**config.mk**
```make
export PLATFORM = sky130hd
export DESIGN_NAME = tictactoe_board_writer
export DESIGN_NICKNAME = d
export VERILOG_FILES = /design/src/rtl/tictactoe_board_writer.sv
export SDC_FILE = /design/constraint.sdc
export NUM_CORES = 1
export LEC_CHECK = 0
export ABC_AREA = 1
export CAP_MARGIN = 0
export CORE_ASPECT_RATIO = 0.5
export CORE_UTILIZATION = 30
export DETAILED_ROUTE_END_ITERATION = 6
export REMOVE_ABC_BUFFERS = 1
export SLEW_MARGIN = 20
export SYNTH_ARGS = -nofsm -noshare
export SYNTH_HDL_FRONTEND = slang
export SYNTH_SLANG_ARGS = --single-unit
```
**constraint.sdc**
```tcl
create_clock -name clk_i -period 3.25 [get_ports clk_i]
set_clock_uncertainty 0.15 [all_clocks]
set_input_delay 0.325 -clock clk_i [delete_from_list [all_inputs] [get_ports clk_i]]
set_output_delay 0.325 -clock clk_i [all_outputs]
set_load 0.005 [all_outputs]
```
**src/rtl/tictactoe_board_writer.sv**
```systemverilog
// Tic-tac-toe board owner: sequences turns, validates and writes moves,
// auto-plays the lowest empty cell when a turn times out, and latches the
// game result reported by the external combinational game-end detector.
//
// Ports:
//   clk_i, rst_i          clock, synchronous active-high reset
//   new_game_i            start/restart a game (pulse or level)
//   move_valid_i          move request, move_pos_i = cell 0..8 (row-major)
//   move_ready_o          high while waiting for a move
//   move_accept_o         pulse: requested move written
//   move_reject_o         pulse: requested move illegal
//   timeout_o             pulse: auto-move written
//   current_board_o       9 cells of {occupied, player}
//   turn_o                player to move
//   move_count_o          filled cells 0..9
//   game_end_i/tie_i/winner_i  detector result for current_board_o
//   result_valid_o        high once the game is over
//   tie_o, winner_player_o latched result
module tictactoe_board_writer #(
  parameter int unsigned TURN_TIMEOUT = 50_000_000,
  parameter logic        FIRST_PLAYER = 1'b0
) (
  input  logic            clk_i,
  input  logic            rst_i,
  input  logic            new_game_i,
  input  logic            move_valid_i,
  input  logic [3:0]      move_pos_i,
  output logic            move_ready_o,
  output logic            move_accept_o,
  output logic            move_reject_o,
  output logic            timeout_o,
  output logic [8:0][1:0] current_board_o,
  output logic            turn_o,
  output logic [3:0]      move_count_o,
  input  logic            game_end_i,
  input  logic            tie_i,
  input  logic            winner_i,
  output logic            result_valid_o,
  output logic            tie_o,
  output logic            winner_player_o
);

  localparam int unsigned TIMER_W = $clog2(TURN_TIMEOUT);
  localparam logic [TIMER_W-1:0] TIMER_LAST = TIMER_W'(TURN_TIMEOUT - 1);

  localparam logic [1:0] S_IDLE  = 2'd0;
  localparam logic [1:0] S_WAIT  = 2'd1;
  localparam logic [1:0] S_CHECK = 2'd2;
  localparam logic [1:0] S_OVER  = 2'd3;

  logic [1:0]         state_q, state_d;
  logic [8:0][1:0]    board_q, board_d;
  logic               turn_q, turn_d;
  logic [3:0]         count_q, count_d;
  logic [TIMER_W-1:0] timer_q, timer_d;
  logic               accept_q, accept_d;
  logic               reject_q, reject_d;
  logic               timeout_q, timeout_d;
  logic               ready_q, ready_d;
  logic               rvalid_q, rvalid_d;
  logic               tie_q, tie_d;
  logic               winner_q, winner_d;

  logic               target_busy;
  logic               move_legal;
  logic               auto_found;
  logic [3:0]         auto_idx;
  logic               wr_en;
  logic [3:0]         wr_idx;

  // Move legality and lowest empty cell for the auto-move.
  always_comb begin
    target_busy = 1'b0;
    auto_found  = 1'b0;
    auto_idx    = 4'd0;
    for (int i = 0; i < 9; i++) begin
      if (move_pos_i == 4'(i)) target_busy = board_q[i][1];
    end
    // Descending scan so the last hit is the lowest empty index.
    for (int i = 8; i >= 0; i--) begin
      if (!board_q[i][1]) begin
        auto_found = 1'b1;
        auto_idx   = 4'(i);
      end
    end
    move_legal = move_valid_i && (move_pos_i <= 4'd8) && !target_busy;
  end

  // Next-state and output logic.
  always_comb begin
    state_d   = state_q;
    board_d   = board_q;
    turn_d    = turn_q;
    count_d   = count_q;
    timer_d   = timer_q;
    accept_d  = 1'b0;
    reject_d  = 1'b0;
    timeout_d = 1'b0;
    tie_d     = tie_q;
    winner_d  = winner_q;
    wr_en     = 1'b0;
    wr_idx    = 4'd0;

    if (new_game_i) begin
      state_d  = S_WAIT;
      board_d  = '0;
      turn_d   = FIRST_PLAYER;
      count_d  = 4'd0;
      timer_d  = '0;
      tie_d    = 1'b0;
      winner_d = 1'b0;
    end else begin
      case (state_q)
        S_WAIT: begin
          if (move_legal) begin
            wr_en    = 1'b1;
            wr_idx   = move_pos_i;
            accept_d = 1'b1;
            timer_d  = '0;
            state_d  = S_CHECK;
          end else begin
            // An illegal request never resets the turn timer.
            reject_d = move_valid_i;
            if (timer_q == TIMER_LAST) begin
              wr_en     = auto_found;
              wr_idx    = auto_idx;
              timeout_d = 1'b1;
              timer_d   = '0;
              state_d   = S_CHECK;
            end else begin
              timer_d = timer_q + TIMER_W'(1);
            end
          end
        end
        S_CHECK: begin
          // A full board ends the game even if the detector misses it.
          if (game_end_i || (count_q == 4'd9)) begin
            tie_d    = game_end_i ? (tie_i && !winner_i) : 1'b1;
            winner_d = turn_q;
            state_d  = S_OVER;
          end else begin
            turn_d  = !turn_q;
            state_d = S_WAIT;
          end
        end
        default: ;
      endcase
    end

    if (wr_en) begin
      count_d = count_q + 4'd1;
      for (int i = 0; i < 9; i++) begin
        if (wr_idx == 4'(i)) board_d[i] = {1'b1, turn_q};
      end
    end

    ready_d  = (state_d == S_WAIT);
    rvalid_d = (state_d == S_OVER);
  end

  // State and output registers.
  always_ff @(posedge clk_i) begin
    if (rst_i) begin
      state_q   <= S_IDLE;
      board_q   <= '0;
      turn_q    <= FIRST_PLAYER;
      count_q   <= 4'd0;
      timer_q   <= '0;
      accept_q  <= 1'b0;
      reject_q  <= 1'b0;
      timeout_q <= 1'b0;
      ready_q   <= 1'b0;
      rvalid_q  <= 1'b0;
      tie_q     <= 1'b0;
      winner_q  <= 1'b0;
    end else begin
      state_q   <= state_d;
      board_q   <= board_d;
      turn_q    <= turn_d;
      count_q   <= count_d;
      timer_q   <= timer_d;
      accept_q  <= accept_d;
      reject_q  <= reject_d;
      timeout_q <= timeout_d;
      ready_q   <= ready_d;
      rvalid_q  <= rvalid_d;
      tie_q     <= tie_d;
      winner_q  <= winner_d;
    end
  end

  assign move_ready_o    = ready_q;
  assign move_accept_o   = accept_q;
  assign move_reject_o   = reject_q;
  assign timeout_o       = timeout_q;
  assign current_board_o = board_q;
  assign turn_o          = turn_q;
  assign move_count_o    = count_q;
  assign result_valid_o  = rvalid_q;
  assign tie_o           = tie_q;
  assign winner_player_o = winner_q;

endmodule

```
==> reports/metrics.yaml <==
p_leak_nw: 1.66
path_buf_inv: 3
drv_cap: 0
critPathTopFamily: "buffers and inverters"
n_antenna_cell: 0
max_stage_delay_ns: 0.55
yosys.area.top_type: "dfxtp_1"
holdCritPathClass: "reg -> reg"
cp.arrival_ns: 2.53
combPwrFrac_pct: 7.7
ys_warn_count: 0
worst_pin_slew_ns: 0.549
nets: 567
area_delta_synth_final_pct: 24.6
path_cells: "clkdlybuf4s50_1, inv_2, nand2_1, nand3_1, nand2_1, nand2_2, nand3_4, nand3_1, inv_2, nand3b_1, a21oi_1"
p_int_mw: 1.40
place.gp.congestion: 0.854
cts_tree: "built"
crit_slowest_cell: "clkdlybuf4s50_1"
start_util_pct: 31.0
grt_usage_pct: 16.1
critPathMaxFanout: 15
fin_crit_sh_pct: 74.5
hold_path.startpoint: "current_board_o[14]$_SDFF_PP0_"
ioPinCount: 41
status: "finished, final reports clean"
r2r_cells: 10
synth_area_per_cell_um2: 6.71
reg2reg_from: "timer_q[1]$_SDFFE_PP0N_"
cp-end-kind: "register"
routed_wl_um: 8980
drtPass1Iterations: 4
grt_start_max_net_pins: 27
yosysSeqAreaShare_pct: 33.8
routedWlPerCell_um: 12.8
critPathLaunch: "move_pos_i[1]"
drt_iter0_markers: 171
irDropWorstVdd_uv: 249
cts_htree_levels: 3
dp.cells: 685
synth_cell_type_count: 37
drive_gt1_share_pct: 11.2
clockPowerShare_pct: 52.9
grt_pass1_vias: 3087
grt_pass1_wl_um: 15200
die_h_um: 77.7
coreArea_um2: 11100
ant_nets: 0
syn_inst: 512
min_period_ns: 2.42
clock-sinks: 58
rsz0062_at_grt: "no"
p_sw_mw: 0.437
fin_tns_setup_ns: 0
min_path_cells: 2
crit_path_start_kind: "input port"
setup_viol: 0
antenna_found_initial: 0
cts_resized: 0
pwr-share-seq_pct: 39.5
fmax_ghz: 0.413
post_layout_nonfiller_instances: 701
avgViaCountPerCell: 4.73
remaining_drc_errors: 0
slew-limit-headroom_pct: 63.3
clock_latency_ns: 0.34
reg2reg_setup_slack_ns: 0.88
grt_overflow_total: 0
synth_seq_cells: 58
port-buffer-count: 40
syn_area_um2: 3430
clk_path_buf_depth: 2
cts_setup_buffers: 0
dr_total_vias: 3317
p_sw_share_pct: 23.8
slew_violations: 0
critical_path_class: "in -> reg"
hold_viol: 0
reg2reg_to: "timer_q[25]$_SDFFE_PP0N_"
fin_util_pct: 38.6
clkSlewWorstSetupHoldPaths_ns: 0.05
path_depth: 11
cts_buffers: 9
dp_hpwl_um: 6550
num_rows: 27
powerDensity_nw_per_um2: 429
synth_area_leaders: "dfxtp_1 (34%), nand2_1 (14%), a21oi_1 (6.4%), inv_1 (6.3%), nand3_1 (6.3%)"
cts_root_buf: "clkbuf_16"
die_area_um2: 11900
synth_top_area_share_pct: 33.8
die_x_um: 153
cts_hold_buf: 0
crit_required_ns: 3.36
hold-path-endpoint: "current_board_o[14]$_SDFF_PP0_"
flip-flops by register name (all words and copies together), names as in the netlist, 2 cells and up:
register	cells
current_board_o	18
move_count_o	4
state_q	2
timer_q	26
worst max-delay path by stage:
stage / to
after global placement: move_ready_o$_SDFF_PP0_
after global routing: timer_q[25]$_SDFFE_PP0N_
after floorplan: timer_q[6]$_SDFFE_PP0N_
after detailed placement: timer_q[25]$_SDFFE_PP0N_
final: timer_q[25]$_SDFFE_PP0N_
after CTS: timer_q[22]$_SDFFE_PP0N_
per-layer routing:
| metal | share of wire [%] | routed length, um | global-route usage (%) | vias to the layer above |
|---|---|---|---|---|
| li1 | - | - | - | 1735 |
| met1 | 50 | 4480 | 21.3 | 1517 |
| met2 | 44 | 3990 | 24.7 | 54 |
| met3 | 4.2 | 373 | 4.53 | 11 |
| met4 | 1.4 | 127 | 6.36 | 0 |
| met5 | 0 | 0 | 0 | - |
cell usage in the layout (no fill, tap or decap), types with 3 or more instances in the layout:
cell type / count
clkdlybuf4s50_1: 40
nand2_1: 130
nand3b_1: 4
o22ai_1: 4
inv_2: 10
o21ai_1: 3
nor4_1: 3
nor3_1: 15
dfxtp_1: 58
xor2_1: 6
nand3_1: 43
nand2_4: 3
nor2_8: 4
nand3_2: 4
nor2_1: 48
nand2_2: 8
inv_1: 58
nor3_2: 3
clkbuf_16: 9
o21ai_0: 14
nand3_4: 3
a21oi_1: 44
nand4_1: 10
ha_1: 5
nor2_4: 5
worst min-delay path, cell delays in order (launching register included):
cell	delay, ns
dfxtp_1	0.31
nand2_1	0.06
a21oi_1	0.05
area by class of cell:
| class | instances | area [um^2] |
|---|---|---|
| Clock buffer | 12 | 256 |
| Clock inverter | 4 | 50.0 |
| Fill cell | 1175 | 6800 |
| Inverter | 69 | 259 |
| Multi-Input combinational cell | 371 | 1950 |
| Sequential cell | 58 | 1160 |
| Tap cell | 145 | 181 |
| Timing Repair Buffer | 42 | 415 |
cell usage after synthesis:
cell type,instances
a211oi_1,1
a21boi_0,1
a21oi_1,44
a21oi_2,1
a22oi_1,1
a2bb2oi_1,2
buf_1,1
buf_2,6
clkbuf_1,7
clkinv_1,1
dfxtp_1,58
ha_1,5
inv_1,58
inv_2,10
nand2_1,130
nand2_2,8
nand2_4,3
nand3_1,43
nand3_2,4
nand3_4,3
nand3b_1,4
nand4_1,10
nor2_1,48
nor2_2,1
nor2_4,5
nor2_8,4
nor3_1,15
nor3_2,3
nor3b_2,1
nor4_1,3
o21a_1,1
o21ai_0,14
o21ai_1,3
o22ai_1,4
or2_2,2
xnor2_1,1
xor2_1,6
cells by family after synthesis:
family	Yosys count	share of synthesized area [%]
compound gates	72	11.3
xor+xnor	7	1.79
fa+ha+maj	5	1.82
buf+inv	83	9.29
flops	58	33.8
simple gates	287	42.0
metrics by stage:
step	hold WS (ns)	instance area, um^2	setup slack [ns]	total power, mW
global placement	0.310	3970	0.602	0.880
global route	0.349	4280	0.628	1.91
CTS	0.321	4280	0.830	1.85
detailed placement	0.309	3970	0.475	0.881
finish	0.317	4280	0.828	1.84
floorplan	0.244	3370	1.26	0.824
power by group through the flow:
stage / combinational, mW / clock, mW / sequential, mW
after floorplan: 0.0858 / 0 / 0.738
after global placement: 0.141 / 0 / 0.739
after detailed placement: 0.142 / 0 / 0.739
after CTS: 0.142 / 0.986 / 0.724
after global routing: 0.157 / 1.03 / 0.725
final: 0.141 / 0.970 / 0.724
No activity file was read; power rests on OpenSTA's default activity.
